<file path="src/rtl/bus_arbiter_pkg.sv">
// Shared definitions for the femto bus arbiter.
//   XLEN / BUS_WIDTH / BUS_ACC_CNT : femto bus widths
//   BUS_TIMEOUT                    : default watchdog limit in BUSY cycles
//   arb_state_e                    : arbiter ownership state
//   owner_e                        : round-robin history (last granted master)
package bus_arbiter_pkg;

  localparam int unsigned XLEN        = 32;
  localparam int unsigned BUS_WIDTH   = 32;
  localparam int unsigned BUS_ACC_CNT = 3;
  localparam int unsigned BUS_ACC_W   = $clog2(BUS_ACC_CNT);
  localparam int unsigned BUS_TIMEOUT = 255;

  typedef enum logic [1:0] {
    ST_IDLE   = 2'd0,
    ST_BUSY_I = 2'd1,
    ST_BUSY_D = 2'd2
  } arb_state_e;

  typedef enum logic {
    OWN_FETCH = 1'b0,
    OWN_DATA  = 1'b1
  } owner_e;

  // Counter width able to hold 0..t; never narrower than one bit.
  function automatic int unsigned wd_cnt_width(input int unsigned t);
    return (t < 1) ? 1 : $clog2(t + 1);
  endfunction

endpackage

</file>
<file path="src/rtl/bus_watchdog.sv">
// Saturating BUSY-cycle counter for the bus arbiter.
//   clk, rst   : clock, synchronous active-high reset
//   i_clr      : clear the count (takes priority over i_en)
//   i_en       : count one cycle
//   o_expire   : count has reached TIMEOUT_CYCLES-1 (never when TIMEOUT_CYCLES = 0)
module bus_watchdog
  import bus_arbiter_pkg::*;
#(
  parameter int unsigned TIMEOUT_CYCLES = BUS_TIMEOUT
) (
  input  logic clk,
  input  logic rst,
  input  logic i_clr,
  input  logic i_en,
  output logic o_expire
);

  localparam int unsigned CNT_W = wd_cnt_width(TIMEOUT_CYCLES);

  logic [CNT_W-1:0] r_cnt;

  always_ff @(posedge clk) begin
    if (rst || i_clr) begin
      r_cnt <= '0;
    end else if (i_en && (r_cnt != CNT_W'(TIMEOUT_CYCLES))) begin
      r_cnt <= r_cnt + 1'b1;
    end
  end

  // Count k is seen in BUSY cycle k+1, so matching TIMEOUT_CYCLES-1 fires
  // in BUSY cycle TIMEOUT_CYCLES.
  always_comb begin
    o_expire = (TIMEOUT_CYCLES != 0) && (r_cnt == CNT_W'(TIMEOUT_CYCLES - 1));
  end

endmodule

</file>
<file path="src/rtl/bus_arbiter.sv">
// Two-master round-robin arbiter in front of the femto bus decoder.
//   clk, rst                         : clock, synchronous active-high reset
//   mi_* (req/addr/w_rb/acc/wdata)   : fetch master request, held until resp/fault
//   mi_resp/mi_rdata/mi_fault        : fetch master completion
//   md_*                             : data master, same as mi_*
//   s_req/s_addr/s_w_rb/s_acc/s_wdata: forwarded request to the decoder
//   s_resp/s_rdata/s_fault           : decoder completion (s_fault comb. with s_req)
// Grant and forwarding happen in the request cycle; one transaction at a time.
module bus_arbiter
  import bus_arbiter_pkg::*;
#(
  parameter int unsigned TIMEOUT_CYCLES = BUS_TIMEOUT
) (
  input  logic                 clk,
  input  logic                 rst,
  input  logic                 mi_req,
  input  logic [XLEN-1:0]      mi_addr,
  input  logic                 mi_w_rb,
  input  logic [BUS_ACC_W-1:0] mi_acc,
  input  logic [BUS_WIDTH-1:0] mi_wdata,
  output logic                 mi_resp,
  output logic [BUS_WIDTH-1:0] mi_rdata,
  output logic                 mi_fault,
  input  logic                 md_req,
  input  logic [XLEN-1:0]      md_addr,
  input  logic                 md_w_rb,
  input  logic [BUS_ACC_W-1:0] md_acc,
  input  logic [BUS_WIDTH-1:0] md_wdata,
  output logic                 md_resp,
  output logic [BUS_WIDTH-1:0] md_rdata,
  output logic                 md_fault,
  output logic                 s_req,
  output logic [XLEN-1:0]      s_addr,
  output logic                 s_w_rb,
  output logic [BUS_ACC_W-1:0] s_acc,
  output logic [BUS_WIDTH-1:0] s_wdata,
  input  logic                 s_resp,
  input  logic [BUS_WIDTH-1:0] s_rdata,
  input  logic                 s_fault
);

  arb_state_e r_state;
  arb_state_e w_next_state;
  owner_e     r_last;

  logic w_busy;
  logic w_sel_d;    // data master selected this cycle
  logic w_active;   // a transaction is in flight or being granted this cycle
  logic w_expire;
  logic w_timeout;
  logic w_resp;
  logic w_fault;
  logic w_done;

  bus_watchdog #(
    .TIMEOUT_CYCLES(TIMEOUT_CYCLES)
  ) u_watchdog (
    .clk     (clk),
    .rst     (rst),
    .i_clr   (~w_busy | w_done),
    .i_en    (w_busy),
    .o_expire(w_expire)
  );

  // State and round-robin history.
  always_ff @(posedge clk) begin
    if (rst) begin
      r_state <= ST_IDLE;
      r_last  <= OWN_FETCH;
    end else begin
      r_state <= w_next_state;
      // History follows every grant, including ones completed in the grant cycle.
      if ((r_state == ST_IDLE) && w_active) begin
        r_last <= w_sel_d ? OWN_DATA : OWN_FETCH;
      end
    end
  end

  // Ownership, termination and next state.
  always_comb begin
    w_busy       = (r_state != ST_IDLE);
    w_sel_d      = 1'b0;
    w_active     = 1'b0;
    w_next_state = r_state;
    unique case (r_state)
      ST_BUSY_I: begin
        w_sel_d  = 1'b0;
        w_active = 1'b1;
      end
      ST_BUSY_D: begin
        w_sel_d  = 1'b1;
        w_active = 1'b1;
      end
      default: begin
        w_sel_d  = md_req & (~mi_req | (r_last == OWN_FETCH));
        w_active = mi_req | md_req;
      end
    endcase
    w_active  = w_active & ~rst;
    w_timeout = w_busy & w_expire;
    w_resp    = w_active & s_resp;
    w_fault   = w_active & ~s_resp & (s_fault | w_timeout);
    w_done    = w_resp | w_fault;
    if (w_done) begin
      w_next_state = ST_IDLE;
    end else if ((r_state == ST_IDLE) && w_active) begin
      w_next_state = w_sel_d ? ST_BUSY_D : ST_BUSY_I;
    end
  end

  // Bus muxing and completion routing; idle bus carries fetch fields.
  always_comb begin
    s_req    = w_active & (w_sel_d ? md_req : mi_req) & ~w_timeout;
    s_addr   = w_sel_d ? md_addr  : mi_addr;
    s_w_rb   = w_sel_d ? md_w_rb  : mi_w_rb;
    s_acc    = w_sel_d ? md_acc   : mi_acc;
    s_wdata  = w_sel_d ? md_wdata : mi_wdata;
    mi_resp  = w_resp  & ~w_sel_d;
    md_resp  = w_resp  &  w_sel_d;
    mi_fault = w_fault & ~w_sel_d;
    md_fault = w_fault &  w_sel_d;
    mi_rdata = s_rdata;
    md_rdata = s_rdata;
  end

endmodule

</file>
<file path="config.mk">
export PLATFORM = sky130hd
export DESIGN_NAME = bus_arbiter
export DESIGN_NICKNAME = d
export VERILOG_FILES = /design/src/rtl/bus_arbiter_pkg.sv /design/src/rtl/bus_watchdog.sv /design/src/rtl/bus_arbiter.sv
export SDC_FILE = /design/constraint.sdc
export NUM_CORES = 1
export LEC_CHECK = 0
export CAP_MARGIN = 30
export CORE_AREA = 3 3 117 119
export CTS_CLUSTER_DIAMETER = 100
export DETAILED_ROUTE_END_ITERATION = 7
export DIE_AREA = 0 0 120 122
export SLEW_MARGIN = 15
export SYNTH_ARGS = -nofsm -noshare
export SYNTH_HDL_FRONTEND = slang
export SYNTH_SLANG_ARGS = --single-unit
</file>
<file path="constraint.sdc">
create_clock -name clk -period 2.9 [get_ports clk]
set_input_delay 0.58 -clock clk [delete_from_list [all_inputs] [get_ports clk]]
set_output_delay 0.58 -clock clk [all_outputs]
set_load 0.01 [all_outputs]
</file>
== Word level (Yosys, flattened, before mapping) ==
Index checks and enable logic that the tools add are counted.
Storage, ports and cells
  bits in latches: 0
  output and inout port bits: 136
  memory bits (writable): 0
  memories: 0
  memory bits (read-only): 0
  logic and storage cells: 48
  register bits after elaboration: 11
  input port bits: 172
Cells by class
  divide/modulo/power cells: 0
  add/sub/neg operators: 1
  mux-type cells: 9
  multipliers: 0
  equal/unequal tests: 4
  $lt $le $gt $ge: 0
  shifts and indexed selects: 0
  bitwise gates (word level): 24
  reductions and logical operators: 7
Operator list (number)
  $mux 32: 2
  $and 1x1->1: 12
  $add 8x1->8 const B: 1
  $eq 8x8->1 const B: 1
  $ne 8x8->1 const B: 1
  $not 1->1: 7
  $or 1x1->1: 5
  $mux 1: 4
  $mux 2: 2
  $reduce_or 2->1: 2
  $eq 2x1->1 const B: 1
  $eq 2x2->1 const B: 1
  $logic_and 1x1->1: 2
  $logic_not 2->1: 1
  $pmux 1 s2: 1
  $reduce_bool 2->1: 1
  $logic_or 1x1->1: 1

== Longest topological paths before layout ==
  depth after elaboration: 9
  mapped depth: 6
  mapped depth without buffers: 6

== Cells and area by module ==
Synthesis repeated with hierarchy kept, for this count alone.
Unflattened totals
  cell total of the unflattened synthesis: 224
  area total of the unflattened synthesis: 2342.2 um2
By module, submodules not included
  bus_arbiter: area each 1893.1 um2, times used 1, cells an instance 174, seq. area each 60.1 um2
  bus_watchdog: area each 449.2 um2, times used 1, cells an instance 50, seq. area each 160.2 um2

== Worst setup path before layout ==
OpenSTA, ideal clock, no wires.
  path kind: reg2out
  start: reg r_state[1]
  end: out s_wdata[27]
  stages on the path, launching flop included: 6
  slack: 0.567 ns
  required time: 2.320 ns
  arrival: 1.753 ns
  path buffers: 1
  path through: dfxtp_1 > inv_1 > ha_1 > mux2i_4 > buf_4 > mux2_1
On the way
  longest elaborated chain between the ends: 3
  elaborated cells on any way between the ends: 4
RTL lines
  from (decl): line bus_arbiter.sv:42  | arb_state_e r_state;
  from (signal assigned): line bus_arbiter.sv:71  | r_state <= w_next_state;
  $eq 2x2->1 / $eq 2x1->1 (equally long branches): line bus_arbiter.sv:85  | unique case (r_state)
  $pmux 1 s2 (*): line bus_arbiter.sv:85
  $mux 32 (*): line bus_arbiter.sv:117  | s_wdata = w_sel_d ? md_wdata : mi_wdata;
  to (decl): line bus_arbiter.sv:36  | output logic [BUS_WIDTH-1:0] s_wdata,
Mark *: on every way between the ends. The rest lies on a longest branch, timed or not.

== Worst setup path in the final report ==
  start: in md_req
  end: out s_addr[9]
On the way
  longest elaborated chain between the ends: 3
RTL lines
  from (decl): line bus_arbiter.sv:24  | input logic md_req,
  $and 1x1->1: line bus_arbiter.sv:95  | w_sel_d = md_req & (~mi_req | (r_last == OWN_FETCH));
  $pmux 1 s2: line bus_arbiter.sv:85
  $mux 32: line bus_arbiter.sv:114  | s_addr = w_sel_d ? md_addr : mi_addr;
  to (decl): line bus_arbiter.sv:33  | output logic [XLEN-1:0] s_addr,
Every way passes these cells.

==> results.txt <==
- Count of nets left with antenna violations after detail routing: 0
- Max-cap violations in this run came to 0.
- Row count: 41
* Worst slew margin: 65.8%
- Clock-pin slew was measured on the worst setup and hold paths at 0.04 ns.
- In the final routed layout, each cell accounts on average for 18.3 µm.
* Sum of met3 wire segment lengths after detailed routing: 1.15 mm
- Total wirelength of the detailed-routed design: 10.1 mm
- Yosys attributes the largest share of cell area to sky130_fd_sc_hd__mux2_2 (35%), sky130_fd_sc_hd__buf_4 (24%), sky130_fd_sc_hd__dfxtp_1 (11%).
* Fraction of registers with async set or reset after synthesis: 0%
* Post-layout minimum cycle time: 2.85 ns
- Along the worst path, the maximum fanout reaches 13.
* Kind of cell adding the most delay to the critical path: buffers and inverters
- The sequential cells in the finished layout cover a total of 220 µm².
* Area growth from synthesis to layout: 101%
- Effective utilization at floorplan: 15.9%
- Yosys mapped the design onto 34 distinct sky130hd cell types.
- Worst path cell trace: dlygate4sd2_1 -> a21boi_2 -> buf_4 -> mux2i_4 -> buf_12 -> bufbuf_16 -> mux2_4 -> clkdlybuf4s15_2
- P per Cell Area: 290 mW/mm²
* Worst setup slack before clock tree synthesis: -0.399 ns
* Hold Violations, Final: 0
- Final count of pins violating max slew: 0
* Cell type contributing the most total cell area after synthesis: sky130_fd_sc_hd__mux2_2
* Number of optimization iterations in the first detailed-route pass: 4
* Chip Width: 120 µm
- Sort of element at the start of the critical path: input port
- In this design, the stage delay of the slowest critical-path cell is 0.32 ns.
* Kind of critical path: in2out
- Number of instances in the synthesized netlist: 219
- Number of DRC markers in iteration 0: 58
* Maximum number of pins on one net before global-route repair: 18
- Counting instances in the post-synthesis netlist gives the leading cell types as sky130_fd_sc_hd__buf_4 (65), sky130_fd_sc_hd__mux2_2 (62), sky130_fd_sc_hd__dfxtp_1 (11), sky130_fd_sc_hd__nor2_1 (9).
- PortBufs: 211
- Across all setup checks in the final design, the least slack found is 0.0544 ns.
- Data arrival time of the worst path: 2.27 ns
* Routed vias: 2159
* Detailed-route wire length on metal 1: 3.43 mm
- After global routing the overflow that remains totals 0.
- Number of buffers created by CTS: 3
- Pin placement for this block handled 308 I/O pins.
- Final layout net count: 558
- The repair_antennas step left the layout with diodes totalling 0.
- Signal routing reaches up to met4.
- Counting flops with a built-in enable in the synthesized netlist gives 0.
* Worst-case vdd ir drop: 0.000196 V
* Hold/Removal Path Class: reg2reg
* Clk Latency, worst-skew pair: 0.24 ns
* Total of flip-flops plus latches after synthesis: 11
* Vert. Die Dim: 122 µm
* # clock sinks: 11
* Full die area: 0.0146 mm²
* Number of levels in the clock H-tree: 1
* Sequential element share of the synthesized area: 10.9%
- The completed layout was analyzed and its total power is 1180 µW.
- Slowest CP cell: sky130_fd_sc_hd__mux2_4
- Total area of multi-input combinational cells: 0.00126 mm²
- First-pass GRT wire length: 13.9 mm
- During synthesis, Yosys emitted a total of 0 warnings.
* Clk Tree Root Cell: sky130_fd_sc_hd__clkbuf_16
- On the final layout, the worst clock skew is 0.00356 ns.
- Maximum number of buffers from clock root to sink: 2
- Met2 wirelength from detailed routing: 5.45 mm
- Portion of synthesized cell area occupied by the leading cell type: 34.6%
* Period utilization: 98.1%
* Number of global-route vias before repair: 2304
* Endpoints failing setup: 0
- In this run the static leakage power is 0.00162 µW.
- The filler cells instantiated in the layout total 1330.
- Remaining design rule violation count: 0
- Together, buffers and inverters on the worst path number 5.
- Highest Clock Rate: 351 MHz
- Averaged over all synthesized cells, the footprint is 9.22 µm².
- Yosys instantiated no cell more often than sky130_fd_sc_hd__buf_4.
- The most used flip-flop cell after synthesis is sky130_fd_sc_hd__dfxtp_1.
* Slew at the pin closest to its max-slew limit: 0.510 ns
- After detailed routing, the number of vias per cell comes to 3.90.
- The count of cells in the finished layout, fillers not included, comes to 553.
- Data on the critical path is required at its endpoint by 2.32 ns.
- The run finished with clean final reports.
- Post-placement cell count: 540
- TritonCTS built the clock tree.
- Core Footprint: 0.0127 mm²
* Post-synth net total: 395
- Kind of end point of the critical path: output pin
- The synthesized netlist occupies a cell area of 0.00202 mm².
- Placer's final routability congestion estimate: 0.816
- Detailed Place HPWL: 8.65 mm
- Unrepaired setup endpoints after global routing: yes
- For this run, the total global-route usage over all layers was measured as 12.6%.
* Share of final-layout standard cells stronger than drive strength 1: 33.1%
- Initial antenna violation count: 0
==> metal layers <==
metal / global-route usage, % / up-vias
met5: 0 / -
met2: 23.6 / 148
met3: 5.25 / 13
met4: 2.43 / 0
li1: - / 1039
met1: 13.2 / 959
==> through the flow <==
step,utilization [%],area [µm²],setup TNS [ns],hold slack [ns]
floorplan,-,2020,0,0.484
global placement,30.7,3890,-23.24,0.515
detailed placement,30.7,3890,-21.38,0.515
CTS,32.4,4110,0,0.535
global route,32.1,4070,-0.00819,0.567
finish,32.1,4070,0,0.529
==> placed cells by master (no fill, tap or decap), types with 3 or more instances in the layout <==
cell type                         synthesis  routed
sky130_fd_sc_hd__dlygate4sd2_1            0      20
sky130_fd_sc_hd__clkbuf_2                 0      21
sky130_fd_sc_hd__a21oi_1                  6       6
sky130_fd_sc_hd__nor2_1                   9       9
sky130_fd_sc_hd__dfxtp_1                 11      11
sky130_fd_sc_hd__nor3_1                   4       4
sky130_fd_sc_hd__nand3_1                  5       5
sky130_fd_sc_hd__mux2_4                   0       6
sky130_fd_sc_hd__nand4_1                  3       3
sky130_fd_sc_hd__clkdlybuf4s15_1          0      23
sky130_fd_sc_hd__clkdlybuf4s15_2          0       3
sky130_fd_sc_hd__mux2_2                  62      58
sky130_fd_sc_hd__bufbuf_16                0       3
sky130_fd_sc_hd__clkdlybuf4s50_1          0     138
sky130_fd_sc_hd__ha_1                     4       3
sky130_fd_sc_hd__nand2_1                  4       4
sky130_fd_sc_hd__buf_6                    6       5
sky130_fd_sc_hd__mux2_1                   5       3
sky130_fd_sc_hd__inv_1                    4       4
sky130_fd_sc_hd__clkbuf_16                0       3
sky130_fd_sc_hd__buf_4                   65      10
sky130_fd_sc_hd__and3_1                   3       3
==> cell families (layout without fill, tap and decap cells) <==
logic type      Yosys count  after routing  share of synthesized area, %
buf+inv                  76            238                          28.5
mux                      69             69                          39.0
compound gates           18             18                          6.94
flops                    11             11                          10.9
xor+xnor                  3              3                          1.30
simple gates             38             38                          10.9
fa+ha+maj                 4              4                          2.48
==> repair_timing <==
item | 4_1_cts | 5_1_grt
setup buffers | 4 | 1
resized for setup | 134 | 49
gates cloned | 4 | 0
endpoints found under the setup margin | 71 | 43
hold buffers | 0 | 0
==> power by group <==
part	internal (µW)	switching (µW)
combinational	498	272
clock	184	66.1
sequential	156	2.61
total	838	340
==> tightest hold or removal path, stage by stage (launching register included) <==
cell                       delay [ns]
sky130_fd_sc_hd__dfxtp_1         0.32
sky130_fd_sc_hd__a21oi_1         0.11
sky130_fd_sc_hd__a311oi_1        0.05
==> flip-flops by register name, indices dropped and copies added, names as in the netlist <==
register,cells
r_last,1
r_state,2
u_watchdog.r_cnt,8
==> layout make-up <==
class / instances / area share, %
timing repair buffer: 230 / 55.9
inverter: 4 / 0.369
sequential: 11 / 5.42
clock buffer: 4 / 1.94
multi-input combinational: 132 / 31.0
tap: 172 / 5.29
==> worst paths after layout <==
path         startpoint    endpoint  slack (ns)  cells after the start
min reg2reg      r_last      r_last        0.53                      2
min              r_last      r_last        0.53                      2
max              md_req   s_addr[9]        0.05                      8
max reg2reg  r_state[1]  r_state[0]        1.02                      9
Power figures use the tool's default switching activity.
